$ cat src/rtl/alu_pkg.sv
// Shared definitions for the two-requester ALU arbiter:
// opcode values, FSM state encoding and the round-robin pick.
package alu_pkg;

  localparam int unsigned ADD  = 0;
  localparam int unsigned SUB  = 1;
  localparam int unsigned AND  = 2;
  localparam int unsigned OR   = 3;
  localparam int unsigned SRL  = 4;
  localparam int unsigned SRA  = 5;
  localparam int unsigned SLL  = 6;
  localparam int unsigned SLT  = 7;
  localparam int unsigned SLTU = 8;

  localparam logic [1:0] ST_IDLE = 2'd0;
  localparam logic [1:0] ST_EXEC = 2'd1;
  localparam logic [1:0] ST_RESP = 2'd2;

  // On a tie the requester that did not win last time is picked.
  function automatic logic rr_pick(input logic [1:0] valid, input logic last);
    logic id;
    case (valid)
      2'b01:   id = 1'b0;
      2'b10:   id = 1'b1;
      2'b11:   id = ~last;
      default: id = 1'b0;
    endcase
    return id;
  endfunction

endpackage

$ cat src/rtl/alu_arbiter_if.sv
// Request/response bus of the ALU arbiter: two requesters in, one result out.
interface alu_arbiter_if #(
  parameter int DATA_W = 32,
  parameter int OP_W   = 4
);
  logic [1:0]        req_valid;
  logic [1:0]        req_ready;
  logic [DATA_W-1:0] req_a0;
  logic [DATA_W-1:0] req_b0;
  logic [DATA_W-1:0] req_a1;
  logic [DATA_W-1:0] req_b1;
  logic [OP_W-1:0]   req_op0;
  logic [OP_W-1:0]   req_op1;
  logic              rsp_valid;
  logic              rsp_ready;
  logic              rsp_id;
  logic [DATA_W-1:0] rsp_out;
  logic              rsp_zero;
  logic              rsp_err;

  modport master (
    output req_valid, req_a0, req_b0, req_a1, req_b1, req_op0, req_op1, rsp_ready,
    input  req_ready, rsp_valid, rsp_id, rsp_out, rsp_zero, rsp_err
  );

  modport slave (
    input  req_valid, req_a0, req_b0, req_a1, req_b1, req_op0, req_op1, rsp_ready,
    output req_ready, rsp_valid, rsp_id, rsp_out, rsp_zero, rsp_err
  );
endinterface

$ cat src/rtl/alu.sv
// Combinational ALU: nine integer operations, anything above SLTU flags err
// and yields zero.
module alu
  import alu_pkg::*;
#(
  parameter int DATA_W = 32,
  parameter int OP_W   = 4
) (
  input  logic [DATA_W-1:0] a,
  input  logic [DATA_W-1:0] b,
  input  logic [OP_W-1:0]   op,
  output logic [DATA_W-1:0] y,
  output logic              zero,
  output logic              err
);

  logic [4:0]  shamt;
  int unsigned opc;

  assign shamt = b[4:0];

  always_comb begin
    opc = 32'(op);
    y   = '0;
    err = 1'b0;
    case (opc)
      ADD:     y = a + b;
      SUB:     y = a - b;
      AND:     y = a & b;
      OR:      y = a | b;
      SRL:     y = a >> shamt;
      SRA:     y = $unsigned($signed(a) >>> shamt);
      SLL:     y = a << shamt;
      SLT:     y = {{(DATA_W-1){1'b0}}, ($signed(a) < $signed(b))};
      SLTU:    y = {{(DATA_W-1){1'b0}}, (a < b)};
      default: err = 1'b1;
    endcase
  end

  assign zero = (y == '0);

endmodule

$ cat src/rtl/alu_arbiter.sv
// Two-requester round-robin front end for a shared ALU: one operation in
// flight at a time, result held until the consumer takes it.
//
// state   | meaning
// IDLE    | granting; req_ready one-hot on the winner when any request is valid
// EXEC    | operands latched, ALU result registered at end of cycle
// RESP    | rsp_valid high, outputs held until rsp_ready
module alu_arbiter
  import alu_pkg::*;
#(
  parameter int DATA_W = 32,
  parameter int OP_W   = 4
) (
  input logic         clk,
  input logic         rst_n,
  alu_arbiter_if.slave bus
);

  logic [1:0]        state;
  logic              last_grant;
  logic              gnt_id;
  logic [1:0]        ready;
  logic              accept;

  logic              id_q;
  logic [DATA_W-1:0] a_q;
  logic [DATA_W-1:0] b_q;
  logic [OP_W-1:0]   op_q;

  logic              rsp_id_q;
  logic [DATA_W-1:0] rsp_out_q;
  logic              rsp_zero_q;
  logic              rsp_err_q;

  logic [DATA_W-1:0] alu_y;
  logic              alu_zero;
  logic              alu_err;

  // rst_n gates ready so nothing is offered while reset is held.
  always_comb begin
    gnt_id = rr_pick(bus.req_valid, last_grant);
    ready  = 2'b00;
    if (state == ST_IDLE && (|bus.req_valid) && rst_n)
      ready = gnt_id ? 2'b10 : 2'b01;
  end

  assign accept = |ready;

  always_ff @(posedge clk or negedge rst_n) begin
    if (!rst_n) begin
      state      <= ST_IDLE;
      last_grant <= 1'b1;
      id_q       <= 1'b0;
      a_q        <= '0;
      b_q        <= '0;
      op_q       <= '0;
      rsp_id_q   <= 1'b0;
      rsp_out_q  <= '0;
      rsp_zero_q <= 1'b0;
      rsp_err_q  <= 1'b0;
    end else begin
      case (state)
        ST_IDLE: begin
          if (accept) begin
            id_q       <= gnt_id;
            last_grant <= gnt_id;
            a_q        <= gnt_id ? bus.req_a1  : bus.req_a0;
            b_q        <= gnt_id ? bus.req_b1  : bus.req_b0;
            op_q       <= gnt_id ? bus.req_op1 : bus.req_op0;
            state      <= ST_EXEC;
          end
        end
        ST_EXEC: begin
          rsp_id_q   <= id_q;
          rsp_out_q  <= alu_y;
          rsp_zero_q <= alu_zero;
          rsp_err_q  <= alu_err;
          state      <= ST_RESP;
        end
        ST_RESP: begin
          if (bus.rsp_ready)
            state <= ST_IDLE;
        end
        default: state <= ST_IDLE;
      endcase
    end
  end

  alu #(
    .DATA_W (DATA_W),
    .OP_W   (OP_W)
  ) u_alu (
    .a    (a_q),
    .b    (b_q),
    .op   (op_q),
    .y    (alu_y),
    .zero (alu_zero),
    .err  (alu_err)
  );

  assign bus.req_ready = ready;
  assign bus.rsp_valid = (state == ST_RESP);
  assign bus.rsp_id    = rsp_id_q;
  assign bus.rsp_out   = rsp_out_q;
  assign bus.rsp_zero  = rsp_zero_q;
  assign bus.rsp_err   = rsp_err_q;

endmodule
$ cat src/flat_wrapper.sv
// flat-port wrapper written by rule: the top's interface ports become plain ports
module alu_arbiter_flat import alu_pkg::*;
#(
  parameter int DATA_W = 32,
  parameter int OP_W   = 4
)
  (clk, rst_n, bus_req_valid, bus_req_a0, bus_req_b0, bus_req_a1, bus_req_b1, bus_req_op0, bus_req_op1, bus_rsp_ready, bus_req_ready, bus_rsp_valid, bus_rsp_id, bus_rsp_out, bus_rsp_zero, bus_rsp_err);
  alu_arbiter_if #(.DATA_W(DATA_W), .OP_W(OP_W)) bus_i ();
  input logic clk;
  input logic rst_n;
  input wire logic [$bits(bus_i.req_valid)-1:0] bus_req_valid;
  input wire logic [$bits(bus_i.req_a0)-1:0] bus_req_a0;
  input wire logic [$bits(bus_i.req_b0)-1:0] bus_req_b0;
  input wire logic [$bits(bus_i.req_a1)-1:0] bus_req_a1;
  input wire logic [$bits(bus_i.req_b1)-1:0] bus_req_b1;
  input wire logic [$bits(bus_i.req_op0)-1:0] bus_req_op0;
  input wire logic [$bits(bus_i.req_op1)-1:0] bus_req_op1;
  input wire logic [$bits(bus_i.rsp_ready)-1:0] bus_rsp_ready;
  output wire logic [$bits(bus_i.req_ready)-1:0] bus_req_ready;
  output wire logic [$bits(bus_i.rsp_valid)-1:0] bus_rsp_valid;
  output wire logic [$bits(bus_i.rsp_id)-1:0] bus_rsp_id;
  output wire logic [$bits(bus_i.rsp_out)-1:0] bus_rsp_out;
  output wire logic [$bits(bus_i.rsp_zero)-1:0] bus_rsp_zero;
  output wire logic [$bits(bus_i.rsp_err)-1:0] bus_rsp_err;
  assign bus_i.req_valid = bus_req_valid;
  assign bus_i.req_a0 = bus_req_a0;
  assign bus_i.req_b0 = bus_req_b0;
  assign bus_i.req_a1 = bus_req_a1;
  assign bus_i.req_b1 = bus_req_b1;
  assign bus_i.req_op0 = bus_req_op0;
  assign bus_i.req_op1 = bus_req_op1;
  assign bus_i.rsp_ready = bus_rsp_ready;
  assign bus_req_ready = bus_i.req_ready;
  assign bus_rsp_valid = bus_i.rsp_valid;
  assign bus_rsp_id = bus_i.rsp_id;
  assign bus_rsp_out = bus_i.rsp_out;
  assign bus_rsp_zero = bus_i.rsp_zero;
  assign bus_rsp_err = bus_i.rsp_err;
  alu_arbiter #(.DATA_W(DATA_W), .OP_W(OP_W)) u_core (.clk(clk), .rst_n(rst_n), .bus(bus_i));
endmodule
$ cat config.mk
export PLATFORM = sky130hd
export DESIGN_NAME = alu_arbiter_flat
export DESIGN_NICKNAME = d
export VERILOG_FILES = /design/src/rtl/alu_pkg.sv /design/src/rtl/alu_arbiter_if.sv /design/src/rtl/alu.sv /design/src/rtl/alu_arbiter.sv /design/src/flat_wrapper.sv
export SDC_FILE = /design/constraint.sdc
export NUM_CORES = 1
export LEC_CHECK = 0
export ABC_AREA = 0
export CAP_MARGIN = 20
export CORE_MARGIN = 2
export CORE_UTILIZATION = 30
export DETAILED_ROUTE_END_ITERATION = 8
export DONT_BUFFER_PORTS = 1
export PLACE_DENSITY_LB_ADDON = 0.3
export SLEW_MARGIN = 0
export SYNTH_ARGS = -nofsm -noshare
export SYNTH_HDL_FRONTEND = slang
export SYNTH_HIERARCHICAL = 1
export SYNTH_SLANG_ARGS = --single-unit
$ cat constraint.sdc
create_clock -name clk -period 12 [get_ports clk]
set_clock_uncertainty 0.1 [all_clocks]
set_input_delay 1.8 -clock clk [delete_from_list [all_inputs] [get_ports clk]]
set_output_delay 1.8 -clock clk [all_outputs]
set_load 0.02 [all_outputs]
==> impl_results.md <==
- Result of the run: complete, no violations
- Fmax: 176 MHz
- Unrepaired setup endpoints after global routing: false
- Sinks on Clock Net: 107
- Post-CTS Repair Setup Buffers: 0
- Minimum period implied by the final worst setup slack: 5.69 ns
- Die height: 224 microns
- Port bufs: 0
- Fraction of layout instances using a drive strength above 1: 12.4%
- Final hold slack: 0.399 ns
- Number of cells after detailed placement: 2,334
- Avg WL per Cell: 30.5 microns
- Area fraction in and, or, nand and nor cells after synthesis: 19.8%
- Arrival time of the worst setup path: 5.93 ns
- Placement-stage cell area: 0.0150 sq mm
- Fin crit share: 47.4%
- Max-slew violation total from the final report: 0
- Floorplan die width: 224 microns
- Post-detailed-route via-to-cell ratio: 6.51
- Total clock buffers created by CTS: 9
- Share of synthesized cell area in full adder, half adder and majority cells: 8.63%
- Hold violation total from the final report: 0
- Setup CP Type: reg -> reg
- Vias in the first global route: 14,700
- Area inside the core boundary: 0.0477 sq mm
- Std cell rows: 80
- Share of async-settable or async-resettable flops after synthesis: 100%
- Parity-gate share of the synthesized area counting xor and xnor cells: 0.965%
- Post-synth EDFFs: 0
- Most frequent standard cell in the layout excluding fill and tap cells: sky130_fd_sc_hd__nand2_1
- Effective utilization at floorplan: 30.4%
- Die ar.: 0.0502 sq mm
- Wire length of the first global-routing pass: 103,000 microns
- Final estimated routing congestion in global placement: 1.09
- Total setup violations reported at the end of the flow: 0
- Count of hold-fix buffers inserted at cts: 0
- Post-Synthesis Cell Area: 0.0145 sq mm
- Synth Area in Compound Gates: 28.6%
- Number of inserted filler cells in the final layout: 5,071
- Most common flop cell mapped by yosys: sky130_fd_sc_hd__dfrtp_1
- Synthesized netlist net count: 2,071
- CTS resizes: 0
- Maximum number of pins on one net before global-route repair: 110
- Critical path peak fanout: 54
- 1st-iter DRT viols: 1,855
- Startpoint class of the critical path: flip-flop
- Buffer depth of the longest clock path: 2
- Antenna violations before repair: 0
- Worst slew margin: 20.7%
- CTS tree: built
- Multiplexer area fraction after synthesis: 15.9%
- HPWL Detailed: 54,100 microns
- Path category of the worst min-delay check: reg -> reg
- GRT Total Usage: 28.0%
- Total Routed Length: 71,600 microns
- H-tree depth: 3
- Number of iterations in the first detailed-routing pass: 7
- Cell Count, Final, Fillers Out: 2,351
- Measured slew at the worst slew-check pin: 1.16 ns
- Aggregate negative setup slack: 0 ns
- Kind of end point of the critical path: flip-flop
- Distinct cells, synth: 93
- Register bit total from synthesis: 107
- I/O pin cnt: 179
- DRC errors left: 0
- Relative area change from synthesis to final layout: 5.08%
- Most frequent cells in the layout: sky130_fd_sc_hd__nand2_1 (201), sky130_fd_sc_hd__nor2_1 (132), sky130_fd_sc_hd__a21oi_1 (124)
- Later-pin clock latency in the skew report: 0.40 ns
- Total of max-cap violations: 0
- Total number of nets in the final design: 1,970
- Crit path required time: 12.24 ns
- Remaining number of nets flagged by the antenna check after routing: 0
- Master cell of the clock root buffer: sky130_fd_sc_hd__clkbuf_16
- Cell area after layout: 0.0153 sq mm
- Grt total ovfl: 0
- Sequential fraction of the synthesis area: 18.4%
- Gate count after technology mapping: 1,831
- Total via count after detailed routing: 15,300
- Clock-pin slew reported for the worst setup and hold paths after clock tree synthesis: 0.08 ns
- Mean post-synth cell area: 7.93 sq um
- Synth warn: 6
- Main combinational cell family by area after synthesis: compound AO/OA/AOI/OAI gates
[layout make-up]
type | instances | area (sq um) | share of cell area, %
inverter | 105 | 394 | 2.58
clock buffer | 9 | 225 | 1.48
tap | 615 | 769 | 5.04
multi-input combinational | 1460 | 10800 | 70.6
sequential | 107 | 2690 | 17.6
clock inverter | 7 | 61.3 | 0.402
antenna | 1 | 2.50 | 0.0164
timing repair buffer | 47 | 353 | 2.31
[synthesized netlist by cell type (all sizes together), types with 9 or more instances]
| master | n | share of area, % |
|---|---|---|
| a211oi | 32 | 1.7 |
| a21o | 18 | 0.93 |
| a21oi | 124 | 4.3 |
| a221o | 77 | 5.3 |
| a221oi | 17 | 1.1 |
| a31oi | 18 | 0.78 |
| and2 | 12 | 0.52 |
| and3 | 13 | 0.56 |
| buf | 68 | 2.6 |
| clkbuf | 91 | 2.4 |
| dfrtp | 106 | 18 |
| ha | 97 | 8.4 |
| inv | 103 | 2.7 |
| mux2 | 76 | 5.9 |
| mux2i | 47 | 3.2 |
| mux4 | 43 | 6.7 |
| nand2 | 201 | 5.2 |
| nand2b | 16 | 0.69 |
| nand3 | 26 | 0.90 |
| nand4 | 10 | 0.43 |
| nor2 | 132 | 3.4 |
| nor2b | 17 | 0.73 |
| nor3 | 89 | 3.4 |
| nor4 | 17 | 0.73 |
| o211ai | 33 | 1.7 |
| o21a | 14 | 0.72 |
| o21ai | 105 | 3.6 |
| o221ai | 14 | 0.84 |
| o22ai | 24 | 1.0 |
| o31ai | 18 | 0.93 |
| or3 | 9 | 0.39 |
| or4 | 10 | 0.52 |
| xnor2 | 14 | 0.84 |
[flip-flops by register name, indices dropped and copies added (netlist names)]
name	flops
u_core/last_grant	1
u_core/a_q	32
u_core/bus.rsp_id	1
u_core/id_q	1
u_core/bus.rsp_out	32
u_core/op_q	4
u_core/b_q	32
u_core/state	2
u_core/bus.rsp_err	1
u_core/bus.rsp_zero	1
[worst max-delay path: stages, from the launching register on]
cell	delay (ns)
sky130_fd_sc_hd__dfrtp_4	0.73
sky130_fd_sc_hd__buf_4	0.73
sky130_fd_sc_hd__mux4_2	0.61
sky130_fd_sc_hd__mux2_2	0.32
sky130_fd_sc_hd__and3_1	0.19
sky130_fd_sc_hd__a311oi_1	0.75
sky130_fd_sc_hd__o2111ai_1	0.23
sky130_fd_sc_hd__nor4_1	0.21
sky130_fd_sc_hd__or3b_1	0.43
sky130_fd_sc_hd__nor4_1	0.52
sky130_fd_sc_hd__and4b_1	0.29
sky130_fd_sc_hd__nand4bb_1	0.12
sky130_fd_sc_hd__nor4b_2	0.22
sky130_fd_sc_hd__mux2_2	0.18
[through the flow]
step / setup slack [ns] / util, %
after floorplan: 7.04 / -
after global placement: 6.46 / 31.4
after detailed placement: 6.47 / 31.4
after CTS: 6.45 / 32.0
after global routing: 6.10 / 32.0
final: 6.31 / 32.0
[metal layers]
layer / share of wire (%) / global-route usage [%] / wire length [microns]
met1: 43 / 37.8 / 30600
met2: 44 / 42.5 / 31400
met3: 9.0 / 6.23 / 6440
met4: 4.5 / 12.6 / 3230
met5: 0 / 0 / 0
[logic make-up (layout without fill, tap and decap cells)]
kind of cell    count (synthesis)  count (layout)
compound gates                588             588
fa+ha+maj                      99              99
simple gates                  591             591
other cells                     0               1
flops                         107             107
mux                           166             166
buf+inv                       264             168
xor+xnor                       16              16
[path summary, 6_finish.rpt]
path                            slack (ns)          start  cells after the start                   to
worst max-delay path                  6.31  u_core/b_q[0]                     13  u_core/bus.rsp_zero
worst min-delay path                  0.40    u_core/id_q                      1          u_core/id_q
worst max register to register        6.31  u_core/b_q[0]                     13  u_core/bus.rsp_zero
worst min register to register        0.40    u_core/id_q                      1          u_core/id_q
max in group asynchronous            10.62          rst_n                      0    u_core/last_grant
min in group asynchronous             0.99          rst_n                      0        u_core/a_q[6]
Power is left out: the tool's default activity adds up to more than one toggle a clock period on the data nets, which glitch-free logic cannot reach.
